<file path="src/rtl/dual_fetch_queue_if.sv">
// Fetch-to-decode handshake bundle: fetch push side, decode pop side and the two slot outputs.
// master = fetch/decode environment, slave = dual_fetch_queue.
interface dual_fetch_queue_if #(
  parameter int DEPTH = 8
);
  localparam int PTR_W = $clog2(DEPTH);

  logic             flush;
  logic [1:0]       in_valid;
  logic [31:0]      in_pc;
  logic [31:0]      in_instr0;
  logic [31:0]      in_instr1;
  logic             in_ready;
  logic [1:0]       pop_cnt;

  logic             validF1;
  logic [31:0]      PCF1;
  logic [31:0]      InstrF1;
  logic [31:0]      PCPlus4F1;
  logic [31:0]      PCPlus8F1;
  logic             validF2;
  logic [31:0]      PCF2;
  logic [31:0]      InstrF2;
  logic [31:0]      PCPlus4F2;
  logic [31:0]      PCPlus8F2;
  logic [PTR_W:0]   count;

  modport master (
    output flush, in_valid, in_pc, in_instr0, in_instr1, pop_cnt,
    input  in_ready, validF1, PCF1, InstrF1, PCPlus4F1, PCPlus8F1,
    input  validF2, PCF2, InstrF2, PCPlus4F2, PCPlus8F2, count
  );

  modport slave (
    input  flush, in_valid, in_pc, in_instr0, in_instr1, pop_cnt,
    output in_ready, validF1, PCF1, InstrF1, PCPlus4F1, PCPlus8F1,
    output validF2, PCF2, InstrF2, PCPlus4F2, PCPlus8F2, count
  );
endinterface

</file>
<file path="src/rtl/dual_fetch_queue.sv">
// 2-wide circular fetch queue; slot outputs are combinational from the two oldest entries.
// Optional FETCH_QUEUE_BYPASS_EN forwards a push into an empty queue to the slots the same cycle.
module dual_fetch_queue #(
  parameter int DEPTH = 8,
  localparam int PTR_W = $clog2(DEPTH)
) (
  input  logic              clk,
  input  logic              rst,
  dual_fetch_queue_if.slave fq
);

  logic [31:0]      pc_q    [DEPTH];
  logic [31:0]      instr_q [DEPTH];
  logic [PTR_W-1:0] rd_ptr_q, rd_ptr_d;
  logic [PTR_W-1:0] wr_ptr_q, wr_ptr_d;
  logic [PTR_W:0]   count_q, count_d;

  logic [PTR_W-1:0] rd_ptr_p1;
  logic [PTR_W-1:0] wr_ptr_p1;
  logic             ready;
  logic             bypass;
  logic [1:0]       push_n;
  logic [1:0]       pop_req;
  logic [1:0]       avail;
  logic [1:0]       pop_n;

  assign rd_ptr_p1 = rd_ptr_q + PTR_W'(1);
  assign wr_ptr_p1 = wr_ptr_q + PTR_W'(1);

  // Readiness ignores this cycle's pop so fetch never depends on decode timing.
  assign ready       = (count_q <= (PTR_W+1)'(DEPTH - 2));
  assign fq.in_ready = ready;
  assign fq.count    = count_q;

  always_comb begin
    push_n = 2'd0;
    if (ready && !fq.flush) begin
      case (fq.in_valid)
        2'b01:   push_n = 2'd1;
        2'b11:   push_n = 2'd2;
        default: push_n = 2'd0;
      endcase
    end
  end

`ifdef FETCH_QUEUE_BYPASS_EN
  assign bypass = (count_q == '0) && (push_n != 2'd0);
`else
  assign bypass = 1'b0;
`endif

  assign pop_req = (fq.pop_cnt == 2'd3) ? 2'd2 : fq.pop_cnt;

  always_comb begin
    avail = (count_q >= (PTR_W+1)'(2)) ? 2'd2 : count_q[1:0];
    if (bypass) begin
      avail = push_n;
    end
    pop_n = (pop_req < avail) ? pop_req : avail;
  end

  // Bypassed entries that decode consumes are still written but lie behind the new head.
  always_comb begin
    rd_ptr_d = rd_ptr_q + PTR_W'(pop_n);
    wr_ptr_d = wr_ptr_q + PTR_W'(push_n);
    count_d  = count_q + (PTR_W+1)'(push_n) - (PTR_W+1)'(pop_n);
    if (fq.flush) begin
      rd_ptr_d = '0;
      wr_ptr_d = '0;
      count_d  = '0;
    end
  end

  always_ff @(posedge clk) begin
    if (rst) begin
      rd_ptr_q <= '0;
      wr_ptr_q <= '0;
      count_q  <= '0;
    end else begin
      rd_ptr_q <= rd_ptr_d;
      wr_ptr_q <= wr_ptr_d;
      count_q  <= count_d;
    end
  end

  always_ff @(posedge clk) begin
    if (!rst && push_n != 2'd0) begin
      pc_q[wr_ptr_q]    <= fq.in_pc;
      instr_q[wr_ptr_q] <= fq.in_instr0;
      if (push_n == 2'd2) begin
        pc_q[wr_ptr_p1]    <= fq.in_pc + 32'd4;
        instr_q[wr_ptr_p1] <= fq.in_instr1;
      end
    end
  end

  logic        v1, v2;
  logic [31:0] pc1, pc2, ins1, ins2;

  always_comb begin
    v1   = (count_q >= (PTR_W+1)'(1));
    v2   = (count_q >= (PTR_W+1)'(2));
    pc1  = pc_q[rd_ptr_q];
    ins1 = instr_q[rd_ptr_q];
    pc2  = pc_q[rd_ptr_p1];
    ins2 = instr_q[rd_ptr_p1];
    if (bypass) begin
      v1   = 1'b1;
      v2   = (push_n == 2'd2);
      pc1  = fq.in_pc;
      ins1 = fq.in_instr0;
      pc2  = fq.in_pc + 32'd4;
      ins2 = fq.in_instr1;
    end
  end

  // Empty slots present as all-zero bubbles.
  always_comb begin
    fq.validF1   = v1;
    fq.PCF1      = v1 ? pc1 : 32'd0;
    fq.InstrF1   = v1 ? ins1 : 32'd0;
    fq.PCPlus4F1 = v1 ? pc1 + 32'd4 : 32'd0;
    fq.PCPlus8F1 = v1 ? pc1 + 32'd8 : 32'd0;
    fq.validF2   = v2;
    fq.PCF2      = v2 ? pc2 : 32'd0;
    fq.InstrF2   = v2 ? ins2 : 32'd0;
    fq.PCPlus4F2 = v2 ? pc2 + 32'd4 : 32'd0;
    fq.PCPlus8F2 = v2 ? pc2 + 32'd8 : 32'd0;
  end

endmodule

</file>
<file path="src/flat_wrapper.sv">
// flat-port wrapper written by rule: the top's interface ports become plain ports
module dual_fetch_queue_flat 
#(
  parameter int DEPTH = 8,
  localparam int PTR_W = $clog2(DEPTH)
)
  (clk, rst, fq_flush, fq_in_valid, fq_in_pc, fq_in_instr0, fq_in_instr1, fq_pop_cnt, fq_in_ready, fq_validF1, fq_PCF1, fq_InstrF1, fq_PCPlus4F1, fq_PCPlus8F1, fq_validF2, fq_PCF2, fq_InstrF2, fq_PCPlus4F2, fq_PCPlus8F2, fq_count);
  dual_fetch_queue_if #(.DEPTH(DEPTH)) fq_i ();
  input  logic clk;
  input  logic rst;
  input wire logic [$bits(fq_i.flush)-1:0] fq_flush;
  input wire logic [$bits(fq_i.in_valid)-1:0] fq_in_valid;
  input wire logic [$bits(fq_i.in_pc)-1:0] fq_in_pc;
  input wire logic [$bits(fq_i.in_instr0)-1:0] fq_in_instr0;
  input wire logic [$bits(fq_i.in_instr1)-1:0] fq_in_instr1;
  input wire logic [$bits(fq_i.pop_cnt)-1:0] fq_pop_cnt;
  output wire logic [$bits(fq_i.in_ready)-1:0] fq_in_ready;
  output wire logic [$bits(fq_i.validF1)-1:0] fq_validF1;
  output wire logic [$bits(fq_i.PCF1)-1:0] fq_PCF1;
  output wire logic [$bits(fq_i.InstrF1)-1:0] fq_InstrF1;
  output wire logic [$bits(fq_i.PCPlus4F1)-1:0] fq_PCPlus4F1;
  output wire logic [$bits(fq_i.PCPlus8F1)-1:0] fq_PCPlus8F1;
  output wire logic [$bits(fq_i.validF2)-1:0] fq_validF2;
  output wire logic [$bits(fq_i.PCF2)-1:0] fq_PCF2;
  output wire logic [$bits(fq_i.InstrF2)-1:0] fq_InstrF2;
  output wire logic [$bits(fq_i.PCPlus4F2)-1:0] fq_PCPlus4F2;
  output wire logic [$bits(fq_i.PCPlus8F2)-1:0] fq_PCPlus8F2;
  output wire logic [$bits(fq_i.count)-1:0] fq_count;
  assign fq_i.flush = fq_flush;
  assign fq_i.in_valid = fq_in_valid;
  assign fq_i.in_pc = fq_in_pc;
  assign fq_i.in_instr0 = fq_in_instr0;
  assign fq_i.in_instr1 = fq_in_instr1;
  assign fq_i.pop_cnt = fq_pop_cnt;
  assign fq_in_ready = fq_i.in_ready;
  assign fq_validF1 = fq_i.validF1;
  assign fq_PCF1 = fq_i.PCF1;
  assign fq_InstrF1 = fq_i.InstrF1;
  assign fq_PCPlus4F1 = fq_i.PCPlus4F1;
  assign fq_PCPlus8F1 = fq_i.PCPlus8F1;
  assign fq_validF2 = fq_i.validF2;
  assign fq_PCF2 = fq_i.PCF2;
  assign fq_InstrF2 = fq_i.InstrF2;
  assign fq_PCPlus4F2 = fq_i.PCPlus4F2;
  assign fq_PCPlus8F2 = fq_i.PCPlus8F2;
  assign fq_count = fq_i.count;
  dual_fetch_queue #(.DEPTH(DEPTH)) u_core (.clk(clk), .rst(rst), .fq(fq_i));
endmodule
</file>
<file path="config.mk">
export PLATFORM = sky130hd
export DESIGN_NAME = dual_fetch_queue_flat
export DESIGN_NICKNAME = d
export VERILOG_FILES = /design/src/rtl/dual_fetch_queue_if.sv /design/src/rtl/dual_fetch_queue.sv /design/src/flat_wrapper.sv
export SDC_FILE = /design/constraint.sdc
export NUM_CORES = 1
export LEC_CHECK = 0
export CORE_MARGIN = 2
export CORE_UTILIZATION = 34
export CTS_CLUSTER_DIAMETER = 150
export CTS_CLUSTER_SIZE = 8
export DETAILED_ROUTE_END_ITERATION = 6
export SLEW_MARGIN = 0
export SYNTH_ARGS = -nofsm -noshare
export SYNTH_HDL_FRONTEND = slang
export SYNTH_SLANG_ARGS = --single-unit
</file>
<file path="constraint.sdc">
create_clock -name clk -period 8.2 [get_ports clk]
set_input_delay 1.23 -clock clk [delete_from_list [all_inputs] [get_ports clk]]
set_output_delay 1.23 -clock clk [all_outputs]
set_load 0.02 [all_outputs]
</file>
==> load_flow_metrics.sql, run 1 <==
INSERT INTO impl_metrics (metric_group, metric, value, unit) VALUES
('grt', 'grt_first_pass_wirelength', '183.3', 'mm'),
('critical_path', 'setup.worst_path.start_class', 'flip-flop', ''),
('timing', 'max_slew.worst_pin.slew', '1.174', 'ns'),
('final_layout', 'postLayoutCellArea', '41250', 'um^2'),
('clocking', 'register_clock_pin_slew_on_the_reported_worst_setup_and_hold_paths', '0.05', 'ns'),
('yosys', 'synth_cell_types', '77', ''),
('power_and_ir_drop', 'switchingPower', '4.782', 'mW'),
('power_and_ir_drop', 'vdd_ir_drop_max', '0.4202', 'mV'),
('clocking', 'hold_buffers', '0', ''),
('detailed_routing', 'route.antenna.remaining_nets', '0', ''),
('detailed_routing', 'drcViolationCount', '0', ''),
('final_layout', 'fill_cells', '9651', ''),
('yosys', 'synth.avg_cell_area', '10.55', 'um^2'),
('yosys', 'netlist.area_leader.share', '44.30', '%'),
('critical_path', 'critical_path.reg2reg.startpoint', 'u_core.fq.count[2]$_SDFF_PP0_', ''),
('clocking', 'clockRootBuffer', 'clkbuf_16', ''),
('yosys', 'netlist_instances', '3291', ''),
('detailed_routing', 'routedWlPerCell', '26.35', 'um'),
('floorplan', 'die_span_in_y', '323.5', 'um'),
('placement', 'placed_area', '39160', 'um^2'),
('timing', 'setup_total_negative_slack', '0', 'ns'),
('floorplan', 'rows', '117', ''),
('power_and_ir_drop', 'power.clock.fraction', '24.1', '%'),
('clocking', 'clock_sink_count', '522', ''),
('detailed_routing', 'via_per_inst', '5.506', ''),
('detailed_routing', 'detailedRoute.firstIterationViolations', '2799', ''),
('placement', 'place.port_buffers', '365', ''),
('critical_path', 'crit_arrival', '5.79', 'ns'),
('grt', 'grt_max_degree', '106', ''),
('floorplan', 'core-area', '101400', 'um^2'),
('yosys', 'synth-async-reset-ratio', '0', '%'),
('detailed_routing', 'detail_route.wirelength', '128.6', 'mm'),
('yosys', 'syn_area', '34700', 'um^2'),
('power_and_ir_drop', 'sequential_group_share_of_total_power', '25.3', '%'),
('clocking', 'clock_latency', '0.62', 'ns'),
('floorplan', 'die_w', '323.5', 'um'),
('clocking', 'post_cts_resized', '0', ''),
('yosys', 'synth_fp_nets', '3415', ''),
('timing', 'finalCritPeriodShare', '85.66', '%'),
('floorplan', 'pin_count', '366', ''),
('grt', 'grt_antenna_before_repair', '11', ''),
('timing', 'max_clock_freq', '142.4', 'MHz'),
('placement', 'place.detailed.instances', '4773', ''),
('status', 'run_status', 'finished clean', ''),
('hold_path', 'holdCritPathClass', 'reg -> reg', ''),
('final_layout', 'drive_above_1_share', '13.28', '%'),
('yosys', 'yosysWarnings', '0', ''),
('yosys', 'yosys-top-cells-count', 'nand2_1, edfxtp_1, nor2_1', ''),
('critical_path', 'timing.critical_path.from', 'u_core.rd_ptr_q[2]$_SDFF_PP0_', ''),
('power_and_ir_drop', 'power_density', '289.5', 'nW/um^2'),
('critical_path', 'crit_path_end', 'fq_PCPlus8F2[29]', ''),
('timing', 'worst_slew_margin_rel', '19.47', '%'),
('critical_path', 'slowest_delay', '0.88', 'ns'),
('critical_path', 'path_cells', 'xor2_4 > buf_4 > mux4_2 > a211oi_4 > nand3_1 > nor4_1 > mux2i_1 > clkdlybuf4s50_1', ''),
('timing', 'setup-violations-final', '0', ''),
('clocking', 'cts_tree', 'done', ''),
('yosys', 'synth_seq_cells', '522', ''),
('critical_path', 'crit_path_max_fanout', '49', ''),
('grt', 'first_global_vias', '26120', ''),
('timing', 'grt_setup_unrepaired', 'no', ''),
('power_and_ir_drop', 'combinational_share_of_power', '50.5', '%'),
('timing', 'timing.final.crit_period', '7.024', 'ns'),
('critical_path', 'required', '6.97', 'ns'),
('yosys', 'synth_top_area_cell', 'edfxtp_1', ''),
('critical_path', 'critical_path_class', 'reg -> out', ''),
('power_and_ir_drop', 'internal-power', '7.159', 'mW'),
('placement', 'dpl.hpwl', '80.08', 'mm'),
('detailed_routing', 'number_of_vias_after_detailed_routing', '26870', ''),
('yosys', 'ys.flop_type', 'edfxtp_1', ''),
('critical_path', 'end_kind', 'output port', ''),
('flow_run', 'maxCapViolCount', '0', '');
-- per-stage QoR --
step | power (mW) | setup slack, ns | util, % | hold slack (ns)
after detailed placement | 9.114 | 1.852 | 38.60 | 0.7055
after floorplan | 6.510 | 1.060 | - | 0.6027
after CTS | 12.00 | 1.184 | 40.65 | 0.7311
after global routing | 12.45 | 1.006 | 40.65 | 0.7582
after global placement | 9.100 | 1.909 | 38.60 | 0.6965
final | 11.94 | 1.176 | 40.66 | 0.7232
-- kinds of logic after synthesis --
| kind of cell | synth area share, % |
|---|---|
| multiplexers | 20.93 |
| XOR/XNOR | 7.214 |
| flip-flops | 44.88 |
| AO/OA/AOI/OAI | 1.965 |
| adder cells (fa/ha/maj) | 0.8436 |
| AND/OR/NAND/NOR | 18.97 |
| buffers and inverters | 5.202 |
-- worst max-delay path, delay by kind of cell, from the launching register on --
family          cells  cell delay (ns)
buf+inv             2             1.08
flops               1             0.88
compound gates      1             0.61
simple gates        2             0.70
mux                 2             1.16
xor+xnor            1             0.69
-- registers in the layout, indices dropped and copies added, names as in the netlist --
| name | flops |
|---|---|
| u_core.fq.count | 4 |
| u_core.instr_q | 256 |
| u_core.pc_q | 256 |
| u_core.rd_ptr_q | 3 |
| u_core.wr_ptr_q | 3 |
-- routing by layer --
metal	global-route usage, %	wire, um	up-vias
met5	0	122	-
met4	8.661	4413	20
met3	5.053	11540	291
met2	40.94	61930	1420
met1	30.49	50540	13300
li1	-	-	11830
-- layout make-up --
class                   count  area, um^2  share of cell area, %
diodes                      1       2.502               0.006067
clock buffers             100        2013                  4.881
clock inverters             5       66.31                 0.1608
inverters                  45       170.2                 0.4126
multi-input cells        2409       17540                  42.52
flip-flops and latches    522       15590                  37.79
well taps                1368        1712                  4.150
repair buffers            429        4159                  10.08
-- power by group through the flow --
stage               registers [mW]  clock network, mW  logic [mW]
floorplan                     3.07                  0        3.44
global placement              3.08                  0        6.02
detailed placement            3.08                  0        6.04
CTS                           3.03               2.93        6.05
global route                  3.03               3.03        6.39
finish                        3.03               2.88        6.04
-- layout by cell type (no fill, tap or decap), types with 11 or more instances in the layout --
| cell | n |
|---|---|
| o21a_1 | 11 |
| clkdlybuf4s50_1 | 365 |
| nor2_1 | 271 |
| nand4_1 | 24 |
| mux2i_1 | 167 |
| nor4_1 | 17 |
| inv_1 | 39 |
| xor2_1 | 102 |
| and2_1 | 19 |
| nand2_1 | 1044 |
| clkbuf_16 | 77 |
| or2_2 | 17 |
| mux4_2 | 238 |
| clkbuf_1 | 23 |
| edfxtp_1 | 512 |
| xnor2_1 | 181 |
| nand3_1 | 33 |
| and3_1 | 18 |
| ha_1 | 16 |
| a21oi_1 | 50 |
| buf_4 | 62 |
| nor3_1 | 59 |
-- worst min path at each step --
| stage | from | to | slack (ns) | depth (start not counted) |
|---|---|---|---|---|
| after global placement | u_core.fq.count[3]$_SDFF_PP0_ | u_core.fq.count[3]$_SDFF_PP0_ | 0.70 | 4 |
| after global routing | u_core.wr_ptr_q[0]$_SDFF_PP0_ | u_core.wr_ptr_q[0]$_SDFF_PP0_ | 0.76 | 2 |
| after CTS | u_core.fq.count[3]$_SDFF_PP0_ | u_core.fq.count[3]$_SDFF_PP0_ | 0.73 | 4 |
| after detailed placement | u_core.fq.count[3]$_SDFF_PP0_ | u_core.fq.count[3]$_SDFF_PP0_ | 0.71 | 4 |
| final | u_core.fq.count[3]$_SDFF_PP0_ | u_core.fq.count[3]$_SDFF_PP0_ | 0.72 | 4 |
| after floorplan | u_core.rd_ptr_q[0]$_SDFF_PP0_ | u_core.rd_ptr_q[0]$_SDFF_PP0_ | 0.60 | 2 |
(Power assumes the default switching activity.)
==> run 2: changes to the inputs <==
- DONT_BUFFER_PORTS: unset -> 1
==> load_flow_metrics.sql, run 2 (synthesized netlist as in run 1, its figures left out) <==
INSERT INTO impl_metrics (metric_group, metric, value, unit) VALUES
('status', 'run_status', 'finished clean', ''),
('floorplan', 'design.die.area', '104600', 'um^2'),
('timing', 'max_slew.worst_pin.slew', '1.196', 'ns'),
('timing', 'report.final.hold_viol_count', '0', ''),
('timing', 'grt_setup_unrepaired', 'no', ''),
('critical_path', 'slowest_delay', '0.89', 'ns'),
('detailed_routing', 'dr.pass1.iters', '6', ''),
('critical_path', 'worstReg2RegEnd', 'u_core.fq.count[3]$_SDFF_PP0_', ''),
('critical_path', 'path_cells', 'ha_4 > buf_4 > mux2i_1 > mux4_2 > nor4_2 > nand2b_1 > nor4_1 > mux2i_1', ''),
('placement', 'dpl.hpwl', '79.62', 'mm'),
('clocking', 'clock_latency', '0.63', 'ns'),
('final_layout', 'finalNetCount', '3241', ''),
('floorplan', 'die_span_in_y', '323.5', 'um'),
('critical_path', 'crit_top_cell', 'mux2i_1', ''),
('power_and_ir_drop', 'total_power_of_the_final_layout', '10.40', 'mW'),
('final_layout', 'mostFrequentLayoutCell', 'nand2_1', ''),
('floorplan', 'die_w', '323.5', 'um'),
('final_layout', 'multiInputGateArea', '17580', 'um^2'),
('floorplan', 'start_util', '34.21', '%'),
('final_layout', 'fill_cells', '9853', ''),
('timing', 'timing.final.crit_period', '7.004', 'ns'),
('timing', 'setup-violations-final', '0', ''),
('placement', 'place.port_buffers', '0', ''),
('detailed_routing', 'drcViolationCount', '0', ''),
('critical_path', 'setup.worst_path.start_class', 'flip-flop', ''),
('floorplan', 'rows', '117', ''),
('timing', 'worst_slew_margin_rel', '20.10', '%'),
('final_layout', 'mostFrequentLayoutCells', 'nand2_1, edfxtp_1, nor2_1', ''),
('final_layout', 'syn2layout_area_growth', '8.469', '%'),
('clocking', 'clockBufferDepth', '3', ''),
('grt', 'grt_max_degree', '72', ''),
('placement', 'global_placement_routability_congestion', '0.9599', ''),
('power_and_ir_drop', 'total_leakage_power', '12.76', 'nW'),
('floorplan', 'core-area', '101400', 'um^2'),
('clocking', 'clock_sink_count', '522', ''),
('power_and_ir_drop', 'power_density', '276.1', 'nW/um^2'),
('detailed_routing', 'number_of_vias_after_detailed_routing', '25600', ''),
('clocking', 'cts_tree', 'done', ''),
('timing', 'setup_total_negative_slack', '0', 'ns'),
('timing', 'fin_skew', '0.01865', 'ns'),
('critical_path', 'required', '6.97', 'ns'),
('critical_path', 'crit_path_end', 'fq_PCPlus8F2[29]', ''),
('critical_path', 'end_kind', 'output port', ''),
('hold_path', 'holdCritPathClass', 'in -> reg', ''),
('floorplan', 'pin_count', '366', ''),
('critical_path', 'crit_arrival', '5.77', 'ns'),
('detailed_routing', 'routedWlPerCell', '28.34', 'um'),
('critical_path', 'critical_path.reg2reg.startpoint', 'u_core.fq.count[3]$_SDFF_PP0_', ''),
('final_layout', 'drive_above_1_share', '14.94', '%'),
('detailed_routing', 'detail_route.wirelength', '127.7', 'mm'),
('clocking', 'hold_buffers', '0', ''),
('timing', 'max_clock_freq', '142.8', 'MHz'),
('critical_path', 'ff2ff_path_depth', '17', ''),
('grt', 'track_usage', '23.93', '%'),
('detailed_routing', 'detailedRoute.firstIterationViolations', '2483', ''),
('grt', 'first_global_vias', '25130', ''),
('clocking', 'number_of_setup_buffers_added_after_cts', '0', ''),
('critical_path', 'r2r_setup_slack', '3.46', 'ns'),
('critical_path', 'critical_path_class', 'reg -> out', ''),
('timing', 'finalCritPeriodShare', '85.42', '%'),
('clocking', 'numCtsBuffers', '75', ''),
('clocking', 'post_cts_resized', '0', ''),
('clocking', 'register_clock_pin_slew_on_the_reported_worst_setup_and_hold_paths', '0.06', 'ns'),
('clocking', 'htree_levels', '3', ''),
('critical_path', 'crit_path_max_fanout', '59', ''),
('final_layout', 'n_antenna_cell', '0', ''),
('critical_path', 'timing.critical_path.slowest_stage_cell', 'ha_4', ''),
('grt', 'grt_antenna_before_repair', '2', ''),
('grt', 'gr-total-overflow', '0', ''),
('timing', 'slew_violations', '0', ''),
('flow_run', 'maxCapViolCount', '0', ''),
('detailed_routing', 'route.antenna.remaining_nets', '0', ''),
('final_layout', 'sequential_cell_area', '15590', 'um^2'),
('grt', 'grt_first_pass_wirelength', '180.4', 'mm'),
('detailed_routing', 'via_per_inst', '5.681', ''),
('power_and_ir_drop', 'vdd_ir_drop_max', '0.3522', 'mV'),
('clocking', 'clockRootBuffer', 'clkbuf_16', ''),
('critical_path', 'timing.critical_path.from', 'u_core.rd_ptr_q[0]$_SDFF_PP0_', '');
-- run 2: cell count changes in the layout (fill, tap and decap cells not counted), moves of 2 or more --
cell | before | now
clkdlybuf4s50_1 | 365 | 0
nand3_4 | 0 | 4
nand3_2 | 6 | 2
buf_4 | 62 | 64
clkbuf_16 | 77 | 79
clkinv_8 | 0 | 2
clkbuf_1 | 23 | 15
inv_6 | 2 | 0
buf_12 | 2 | 0
-- run 2: final cells by class --
cell class	count	area share, %
clock inverters	5	0.2293
repair buffers	64	1.276
clock buffers	94	5.401
flip-flops and latches	522	41.40
multi-input cells	2409	46.69
inverters	45	0.4520
well taps	1368	4.547
-- run 2: routing by layer --
layer / GRT usage (%) / vias up / part of all wire, %
li1: - / 11110 / -
met1: 29.90 / 12750 / 38
met5: 0 / - / 0.013
met3: 6.205 / 267 / 11
met2: 39.28 / 1477 / 47
met4: 9.974 / 2 / 4.0
-- run 2: critical path: cells and delay by family, from the launching register on --
family / cells / cell delay [ns]
flip-flops: 1 / 0.72
AND/OR/NAND/NOR: 3 / 1.33
adder cells (fa/ha/maj): 1 / 0.89
multiplexers: 3 / 1.59
buffers and inverters: 1 / 0.49
-- run 2: through the flow --
step	setup WS (ns)	util [%]	area [um^2]	hold slack, ns	std cells
after detailed placement	2.057	35.01	35520	0.7150	4408
after CTS	1.364	37.10	37640	0.6666	4507
final	1.196	37.11	37640	0.6963	4507
after global routing	0.7584	37.11	37640	0.6756	4507
after floorplan	1.060	-	34700	0.6027	3291
after global placement	2.096	35.01	35520	0.7118	4408
-- run 2: how the worst min path moves through the flow --
stage,start,endpoint,slack (ns),cells past startpoint
6_report,fq_in_pc[1],u_core.pc_q[1][1]$_DFFE_PP_,0.70,0
5_1_grt,fq_in_pc[1],u_core.pc_q[1][1]$_DFFE_PP_,0.68,0
4_1_cts,fq_in_pc[1],u_core.pc_q[1][1]$_DFFE_PP_,0.67,0
3_5_place_dp,u_core.wr_ptr_q[0]$_SDFF_PP0_,u_core.wr_ptr_q[0]$_SDFF_PP0_,0.72,2
3_3_place_gp,u_core.wr_ptr_q[0]$_SDFF_PP0_,u_core.wr_ptr_q[0]$_SDFF_PP0_,0.71,2
2_1_floorplan,u_core.rd_ptr_q[0]$_SDFF_PP0_,u_core.rd_ptr_q[0]$_SDFF_PP0_,0.60,2
-- run 2: report_power, final --
part	internal, mW	switching, mW	total, mW
combinational	1.14	3.28	4.42
sequential	2.99	0.0666	3.05
clock	1.75	1.17	2.92
